===== config.mk =====
export PLATFORM = sky130hd
export DESIGN_NAME = aer_timestep_scheduler_flat
export DESIGN_NICKNAME = d
export VERILOG_FILES = /design/src/rtl/aer_timestep_scheduler_if.sv /design/src/rtl/aer_timestep_scheduler.sv /design/src/flat_wrapper.sv
export SDC_FILE = /design/constraint.sdc
export NUM_CORES = 1
export LEC_CHECK = 0
export BUFFER_PORTS_ARGS = -buffer_cell sky130_fd_sc_hd__buf_2
export CORE_MARGIN = 5
export CORE_UTILIZATION = 55
export DETAILED_ROUTE_END_ITERATION = 10
export PLACE_DENSITY = 0.88
export RECOVER_POWER = 100
export SETUP_SLACK_MARGIN = 0.05
export SYNTH_ARGS = -nofsm -noshare
export SYNTH_HDL_FRONTEND = slang
export SYNTH_SLANG_ARGS = --single-unit

===== constraint.sdc =====
create_clock -name clk -period 6.6 [get_ports clk]
set_input_delay 0.33 -clock clk [delete_from_list [all_inputs] [get_ports clk]]
set_output_delay 0.33 -clock clk [all_outputs]
set_load 0.05 [all_outputs]

===== src/rtl/aer_timestep_scheduler_if.sv =====
// aer_timestep_scheduler_if: requester-side and spike-side bus of the AER timestep scheduler
//   req_en    [NREQ]     requester enable mask, sampled at ts_start
//   req_valid [NREQ]     requester i has an event
//   req_index [NREQ*IW]  packed indices, requester i at [i*IW +: IW]
//   req_done  [NREQ]     requester i has no more events this timestep
//   req_ready [NREQ]     one-hot grant from the scheduler
//   spike_valid_out / spike_index_out [IW] / spike_last_out   merged spike stream
//   master: requester/consumer side, slave: scheduler side
interface aer_timestep_scheduler_if #(
   parameter int NREQ = 4,
   parameter int IW   = 14
);
   logic [NREQ-1:0]    req_en;
   logic [NREQ-1:0]    req_valid;
   logic [NREQ*IW-1:0] req_index;
   logic [NREQ-1:0]    req_done;
   logic [NREQ-1:0]    req_ready;
   logic               spike_valid_out;
   logic [IW-1:0]      spike_index_out;
   logic               spike_last_out;

   modport master (
      output req_en, req_valid, req_index, req_done,
      input  req_ready, spike_valid_out, spike_index_out, spike_last_out
   );

   modport slave (
      input  req_en, req_valid, req_index, req_done,
      output req_ready, spike_valid_out, spike_index_out, spike_last_out
   );
endinterface


===== src/rtl/aer_timestep_scheduler.sv =====
// aer_timestep_scheduler: merges AER events from NREQ requesters into one per-timestep spike stream
//   clk, rst_n       clock, asynchronous active-low reset
//   ts_start         pulse: begin a timestep (accepted in IDLE only)
//   bus (slave)      requester handshake in, spike stream out (see aer_timestep_scheduler_if)
//   ts_busy          high in RUN/FLUSH
//   ts_done          one-cycle pulse: timestep complete
//   ts_empty         one-cycle pulse with ts_done: no events this timestep
//   ts_event_count   events emitted this timestep, saturating
//   idx_err          one-cycle pulse: out-of-range index dropped
// Optional feature: define AER_RANGE_CHECK_EN to drop events with index >= N_SYNAPSE.
module aer_timestep_scheduler #(
   parameter int NREQ      = 4,
   parameter int IW        = 14,
   parameter int N_SYNAPSE = 10000,
   parameter int CW        = 16
) (
   input  logic                    clk,
   input  logic                    rst_n,
   input  logic                    ts_start,
   aer_timestep_scheduler_if.slave bus,
   output logic                    ts_busy,
   output logic                    ts_done,
   output logic                    ts_empty,
   output logic [CW-1:0]           ts_event_count,
   output logic                    idx_err
);
   localparam int PW = (NREQ > 1) ? $clog2(NREQ) : 1;
`ifdef AER_RANGE_CHECK_EN
   localparam bit RCHK = 1'b1;
`else
   localparam bit RCHK = 1'b0;
`endif

   typedef enum logic [1:0] {IDLE, RUN, FLUSH, DONE} state_t;

   state_t          state_q, state_d;
   logic [NREQ-1:0] mask_q, mask_d;
   logic [PW-1:0]   ptr_q, ptr_d;
   logic            hold_valid_q, hold_valid_d;
   logic [IW-1:0]   hold_index_q, hold_index_d;
   logic            spike_valid_q, spike_valid_d;
   logic [IW-1:0]   spike_index_q, spike_index_d;
   logic            spike_last_q, spike_last_d;
   logic [CW-1:0]   cnt_q, cnt_d;
   logic            empty_q, empty_d;

   logic [NREQ-1:0] cand;
   logic [PW-1:0]   gidx, p;
   logic            any_grant, all_done, bad;
   logic [IW-1:0]   gindex;

   assign cand     = bus.req_valid & mask_q & {NREQ{state_q == RUN}};
   assign all_done = (&(bus.req_done | ~mask_q)) && !(|(bus.req_valid & mask_q));

   // Walk from the farthest slot back toward the pointer so the candidate
   // closest to the pointer (searching upward with wrap) is the last one written.
   always_comb begin
      gidx      = '0;
      p         = '0;
      any_grant = 1'b0;
      for (int k = NREQ - 1; k >= 0; k--) begin
         p = PW'((int'(ptr_q) + k) % NREQ);
         if (cand[p]) begin
            gidx      = p;
            any_grant = 1'b1;
         end
      end
   end

   assign gindex        = bus.req_index[int'(gidx)*IW +: IW];
   assign bad           = RCHK && any_grant && (int'(gindex) >= N_SYNAPSE);
   assign bus.req_ready = any_grant ? (NREQ'(1) << gidx) : '0;

   always_comb begin
      state_d       = state_q;
      mask_d        = mask_q;
      ptr_d         = ptr_q;
      hold_valid_d  = hold_valid_q;
      hold_index_d  = hold_index_q;
      spike_valid_d = 1'b0;
      spike_index_d = '0;
      spike_last_d  = 1'b0;
      empty_d       = 1'b0;
      cnt_d         = cnt_q;
      case (state_q)
         IDLE: if (ts_start) begin
            state_d      = RUN;
            mask_d       = bus.req_en;
            cnt_d        = '0;
            hold_valid_d = 1'b0;
         end
         RUN: if (any_grant) begin
            ptr_d = (gidx == PW'(NREQ - 1)) ? '0 : gidx + 1'b1;
            // A full hold is pushed out as a non-final spike when a new good event replaces it.
            if (!bad) begin
               spike_valid_d = hold_valid_q;
               spike_index_d = hold_valid_q ? hold_index_q : '0;
               hold_valid_d  = 1'b1;
               hold_index_d  = gindex;
            end
         end else if (all_done) begin
            state_d = FLUSH;
         end
         FLUSH: begin
            spike_valid_d = hold_valid_q;
            spike_last_d  = hold_valid_q;
            spike_index_d = hold_valid_q ? hold_index_q : '0;
            empty_d       = !hold_valid_q;
            hold_valid_d  = 1'b0;
            state_d       = DONE;
         end
         default: state_d = IDLE;
      endcase
      // Counted alongside the output register so the count already includes the final spike at ts_done.
      if (spike_valid_d && !(&cnt_q))
         cnt_d = cnt_q + 1'b1;
   end

   always_ff @(posedge clk or negedge rst_n) begin
      if (!rst_n) begin
         state_q       <= IDLE;
         mask_q        <= '0;
         ptr_q         <= '0;
         hold_valid_q  <= 1'b0;
         hold_index_q  <= '0;
         spike_valid_q <= 1'b0;
         spike_index_q <= '0;
         spike_last_q  <= 1'b0;
         cnt_q         <= '0;
         empty_q       <= 1'b0;
      end else begin
         state_q       <= state_d;
         mask_q        <= mask_d;
         ptr_q         <= ptr_d;
         hold_valid_q  <= hold_valid_d;
         hold_index_q  <= hold_index_d;
         spike_valid_q <= spike_valid_d;
         spike_index_q <= spike_index_d;
         spike_last_q  <= spike_last_d;
         cnt_q         <= cnt_d;
         empty_q       <= empty_d;
      end
   end

   assign bus.spike_valid_out = spike_valid_q;
   assign bus.spike_index_out = spike_index_q;
   assign bus.spike_last_out  = spike_last_q;
   assign ts_busy             = (state_q == RUN) || (state_q == FLUSH);
   assign ts_done             = (state_q == DONE);
   assign ts_empty            = empty_q;
   assign ts_event_count      = cnt_q;
   assign idx_err             = bad;
endmodule


===== src/flat_wrapper.sv =====
// flat-port wrapper written by rule: the top's interface ports become plain ports
module aer_timestep_scheduler_flat 
#(
   parameter int NREQ      = 4,
   parameter int IW        = 14,
   parameter int N_SYNAPSE = 10000,
   parameter int CW        = 16
)
  (clk, rst_n, ts_start, ts_busy, ts_done, ts_empty, ts_event_count, idx_err, bus_req_en, bus_req_valid, bus_req_index, bus_req_done, bus_req_ready, bus_spike_valid_out, bus_spike_index_out, bus_spike_last_out);
  aer_timestep_scheduler_if #(.NREQ(NREQ), .IW(IW)) bus_i ();
  input  logic clk;
  input  logic rst_n;
  input  logic ts_start;
  output logic ts_busy;
  output logic ts_done;
  output logic ts_empty;
  output logic [CW-1:0] ts_event_count;
  output logic idx_err;
  input wire logic [$bits(bus_i.req_en)-1:0] bus_req_en;
  input wire logic [$bits(bus_i.req_valid)-1:0] bus_req_valid;
  input wire logic [$bits(bus_i.req_index)-1:0] bus_req_index;
  input wire logic [$bits(bus_i.req_done)-1:0] bus_req_done;
  output wire logic [$bits(bus_i.req_ready)-1:0] bus_req_ready;
  output wire logic [$bits(bus_i.spike_valid_out)-1:0] bus_spike_valid_out;
  output wire logic [$bits(bus_i.spike_index_out)-1:0] bus_spike_index_out;
  output wire logic [$bits(bus_i.spike_last_out)-1:0] bus_spike_last_out;
  assign bus_i.req_en = bus_req_en;
  assign bus_i.req_valid = bus_req_valid;
  assign bus_i.req_index = bus_req_index;
  assign bus_i.req_done = bus_req_done;
  assign bus_req_ready = bus_i.req_ready;
  assign bus_spike_valid_out = bus_i.spike_valid_out;
  assign bus_spike_index_out = bus_i.spike_index_out;
  assign bus_spike_last_out = bus_i.spike_last_out;
  aer_timestep_scheduler #(.NREQ(NREQ), .IW(IW), .N_SYNAPSE(N_SYNAPSE), .CW(CW)) u_core (.clk(clk), .rst_n(rst_n), .ts_start(ts_start), .bus(bus_i), .ts_busy(ts_busy), .ts_done(ts_done), .ts_empty(ts_empty), .ts_event_count(ts_event_count), .idx_err(idx_err));
endmodule

Word level (Yosys, flattened, before mapping)
Index checks and enable logic that the tools add are counted.
Widths: inputs -> output; s select.
{"block": "word_totals", "register_bits": 56, "input_bits": 71, "out_inout_bits": 40, "word_cells": 87}
{"block": "classes", "n_addsub": 5, "n_mul": 1, "n_lt_le_gt_ge": 4, "n_eq_ne": 8, "shifts": 2, "n_mux": 35, "bitwise": 4, "n_reduce_logical": 18}
{"operator": "$shiftx 56x32->14", "count": 1}
{"operator": "$mux 16", "count": 3}
{"operator": "$mux 14", "count": 2}
{"operator": "$pmux 14 s2", "count": 1}
{"operator": "$add 16x1->16 const B", "count": 1}
{"operator": "$mux 2", "count": 8}
{"operator": "$reduce_and 16->1", "count": 1}
{"operator": "$mux 1", "count": 13}
{"operator": "$lt 2x3->1 const B", "count": 4}
{"operator": "$and 4x4->4", "count": 2}
{"operator": "$bmux 1 s2", "count": 4}
{"operator": "$eq 2x2->1 const B", "count": 3}
{"operator": "$pmux 2 s3", "count": 1}
{"operator": "$reduce_and 2->1", "count": 3}
{"operator": "$reduce_and 3->1", "count": 2}
{"operator": "$mul 2x3->5 const B", "count": 1}
{"operator": "$add 2x1->2 const B", "count": 2}
{"operator": "$add 2x2->2 const B", "count": 2}
{"operator": "$mux 4", "count": 1}
{"operator": "$ne 2x1->1 const B", "count": 2}
{"operator": "$ne 2x2->1 const B", "count": 2}
{"operator": "$not 4->4", "count": 1}
{"operator": "$or 4x4->4", "count": 1}
{"operator": "$reduce_and 4->1", "count": 1}
{"operator": "11 further kinds", "count": 15}

Depth between registers and ports, before layout
{"block": "depth", "word_depth": 13, "mapped_depth": 12}

Worst setup path after synthesis
OpenSTA, ideal clock, no wires.
{"block": "synth_timing", "path_kind": "register to output", "from": "register u_core.state_q[1]", "to": "output bus_req_ready[2]", "arrival_time_ns": 2.258, "path_slack_ns": 4.012, "path_stages_with_launch": 11, "path_buffers": 2, "cell_sequence": "dfrtp_1 > inv_1 > ha_1 > buf_2 > nand4_1 > a21oi_1 > nor2_1 > a221oi_2 > buf_2 > ha_1 > and2_1"}
{"block": "synth_between", "elab_chain_cells": 10, "word_cells_on_any_way": 20, "cone_classes": "1 x eq/ne; 1 x shift; 17 x mux; 1 x bitwise"}
{"item": "start: declaration", "line": "aer_timestep_scheduler.sv:36", "source": "state_t state_q, state_d;"}
{"item": "start signal: assignment", "line": "aer_timestep_scheduler.sv:132", "source": "state_q <= state_d;"}
{"item": "$eq 2x1->1 (*)", "line": "aer_timestep_scheduler.sv:52", "source": "assign cand = bus.req_valid & mask_q & {NREQ{state_q == RUN}};"}
{"item": "$and 4x4->4 (*)", "line": "aer_timestep_scheduler.sv:52"}
{"item": "$bmux 1 s2", "line": "aer_timestep_scheduler.sv:63", "source": "if (cand[p]) begin"}
{"item": "$mux 1 (not written as such)", "line": "aer_timestep_scheduler.sv:63"}
{"item": "$mux 2 (4 in series)", "line": "aer_timestep_scheduler.sv:63"}
{"item": "$shl 1x2->4", "line": "aer_timestep_scheduler.sv:72", "source": "assign bus.req_ready = any_grant ? (NREQ'(1) << gidx) : '0;"}
{"item": "$mux 4 (*)", "line": "aer_timestep_scheduler.sv:72"}
{"item": "end: declaration", "line": "flat_wrapper.sv:23", "source": "output wire logic [$bits(bus_i.req_ready)-1:0] bus_req_ready;"}
Mark *: on every way between the ends. The rest lies on a longest branch, timed or not. The select of a mux whose other input is x is not followed.

Worst setup path in the final report
{"block": "layout_timing", "from": "register u_core.state_q[1]", "to": "output bus_req_ready[0]"}
The elaborated chain is that of the path after synthesis.

==> impl_metrics.tcl <==
set metrics [dict create \
    routabilityCongestion 0.8539 \
    yosys_most_used_dff "dfrtp_1" \
    finalSetupViolations 0 \
    reg2reg_slack_ps 2550 \
    vias_per_cell 5.887 \
    async_reset_ff_frac 1.000 \
    synth_warnings 0 \
    die_h_um 88.46 \
    switching_power_mw 0.6840 \
    min_path_type "input pin to flop" \
    area_growth_pct 18.00 \
    grt_max_degree 57 \
    start_util 0.5685 \
    critPathLaunch "u_core.state_q[1]" \
    postSynthAreaPerCell_um2 9.785 \
    antenna_found_initial 0 \
    finalCritPeriodShare 0.7177 \
    p_int_mw 0.7791 \
    timing.rr.start "u_core.state_q[1]" \
    leakage_nw 1.975 \
    cp-endpoint "bus_req_ready[0]" \
    max_stage_delay_ps 1520 \
    grt_pass1_vias 3036 \
    cts_setup_buffers 0 \
    pin_count 111 \
    path_buf_inv 3 \
    arrival_ps 4410 \
    final_nets 526 \
    r2r_cells 11 \
    wl_per_cell_um 17.07 \
    regArea_um2 1401 \
    rsz0062_at_grt "no" \
    vias 3067 \
    drive_above_1_share 0.2130 \
    combinationalPowerShare 0.527 \
    irDropWorstVdd_mv 0.3868 \
    power_density_nw_per_um2 366.2 \
    worstSetupPathType "flop to output port" \
    syn_inst 346 \
    fillers 499 \
    cts_hold_buf 0 \
    fp.dieArea_um2 7825 \
    synth_nets 427 \
    cap_violations 3 \
    outcome "complete, but fails checks" \
    path_cells "inv_1 -> ha_1 -> nand4_1 -> a21oi_1 -> nor2_1 -> a221oi_4 -> clkbuf_1 -> ha_1 -> and2_1 -> clkbuf_1" \
    p_sw_frac 0.4675 \
    cts_tree "yes" \
    hold_violations 0 \
    cp_top_family "buffers and inverters" \
    drv_slew 111 \
    rows 28 \
    dr.first_iter.drc_count 130 \
    ys_ff_latch 56 \
    fin_ws_ps 1863 \
    clkPwrFrac 0.131 \
    cts_resized 0 \
    seq_area_frac_synth 0.4139 \
    dp_slack_ps 3223 \
    synth_cell_types 55 \
    worstPathRequired_ps 6270 \
    drt_wl_total_um 8891 \
    clk_path_buf_depth 2 \
    drtAntennaViolNets 0 \
    skew_ps 12.61 \
    pwr-share-seq 0.342 \
    numCtsBuffers 5 \
    violations "capacitance limit, slew limit" \
    maxSlewHeadroom -0.9643 \
    syn-cell-area_um2 3386 \
    fp.dieW_um 88.46 \
    cts_sinks 56 \
    startpoint_type "flop" \
    worstSkewPairLatency_ps 320 \
    cp-end-kind "output port" \
    coreArea_um2 5956 \
    place.detailed.hpwl_um 6619 \
    overflow 0 \
    synth_edf_count 0 \
    fin_crit_ps 4737 \
    multi_input_area_um2 1843 \
    fmax_mhz 211.1 \
    tns_ps 0 \
    grt_first_pass_wirelength_um 14170 \
    slowest_stage "clkbuf_1" \
    grt_use_total 0.2302 \
    clk_pin_slew_ps 90 \
    dr.pass1.iters 5 \
    htree_levels 2 \
    io_buffer_count 109 \
    cp_max_fo 31 \
    worstMarginPinSlew_ps 2946 \
    diodes 0 \
    root_buffer "clkbuf_8" \
    cp.depth 10 \
    reg2reg_to "u_core.ptr_q[1]" \
    route.detailed.drc 0 \
]
routing by layer:
layer	up-vias	share of wire	GRT usage
met4	0	0.028	0.1030
met1	1478	0.39	0.2886
met5	-	0	0
li1	1465	-	-
met3	23	0.047	0.03352
met2	101	0.53	0.3936
synthesized netlist by cell type (all sizes together), types with 4 or more instances:
cell,number,area (um2)
nor3,4,20.02
o21a,4,30.03
o21ai,15,82.58
buf,12,62.56
inv,16,60.06
dfrtp,56,1401
and2,25,156.4
nor2,16,60.06
o2111ai,4,35.03
a211oi,7,52.55
nand3,14,75.07
o221ai,15,131.4
ha,10,125.1
nand2,40,150.1
a21oi,5,25.02
o211ai,13,97.59
nand4,4,25.02
mux2,5,56.30
mux2i,32,320.3
a21boi,4,52.56
clkbuf,7,26.28
worst min-delay path by stage:
stage | start | to | cells after the start
floorplan | rst_n | u_core.bus.spike_index_out[0] | 0
global placement | u_core.hold_index_q[8] | u_core.bus.spike_index_out[8] | 1
detailed placement | u_core.hold_index_q[10] | u_core.bus.spike_index_out[10] | 1
CTS | rst_n | u_core.ts_event_count[13] | 2
global route | bus_req_en[3] | u_core.mask_q[3] | 2
finish | bus_req_en[1] | u_core.mask_q[1] | 2
logic make-up after synthesis:
kind of cell | Yosys count | synth area share
and+or+nand+nor | 115 | 0.1689
AOI/OAI and AO/OA | 88 | 0.2136
DFF | 56 | 0.4139
muxes | 37 | 0.1112
buffers and inverters | 35 | 0.04398
adders and majority gates | 10 | 0.03695
xor gates and xnor gates | 4 | 0.01035
other | 1 | 0.001108
power groups by stage:
stage	registers [mW]	clock network (mW)	logic [mW]
2_1_floorplan	0.521	0	0.574
3_3_place_gp	0.501	0	0.737
3_5_place_dp	0.505	0	0.763
4_1_cts	0.498	0.196	0.769
5_1_grt	0.514	0.209	0.844
6_report	0.501	0.191	0.771
metrics by stage:
step / area, um2 / hold WS [ps] / power (mW) / std cells / util
floorplan: 3386 / 34.41 / 1.095 / 346 / -
global placement: 3963 / 456.4 / 1.238 / 513 / 0.6653
detailed placement: 3963 / 461.2 / 1.268 / 513 / 0.6653
CTS: 4053 / 149.9 / 1.463 / 521 / 0.6805
global route: 3995 / 244.0 / 1.567 / 521 / 0.6708
finish: 3995 / 250.0 / 1.463 / 521 / 0.6708
placed cells by master (no fill, tap or decap), types with 13 or more instances in the layout:
cell and instances:
and2_0 15, inv_1 16, buf_2 72, mux2i_1 32, clkbuf_1 39, o211ai_1 13, o21ai_0 13, nand2_1 40
nor2_1 16, dfrtp_1 56, o221ai_1 15, nand3_1 13
state kept, by name (all words and copies together) (netlist names):
name                        count
u_core.bus.spike_index_out     14
u_core.bus.spike_last_out       1
u_core.bus.spike_valid_out      1
u_core.hold_index_q            14
u_core.hold_valid_q             1
u_core.mask_q                   4
u_core.ptr_q                    2
u_core.state_q                  2
u_core.ts_empty                 1
u_core.ts_event_count          16
area by class of cell:
cell class / instances / area share
clock buffer: 5 / 0.01723
clock inverter: 3 / 0.005324
inverter: 16 / 0.01503
multi-input combinational: 255 / 0.4613
sequential: 56 / 0.3508
tap: 75 / 0.02349
timing repair buffer: 111 / 0.1268
Note: power is estimated with default switching activity, not from simulation.
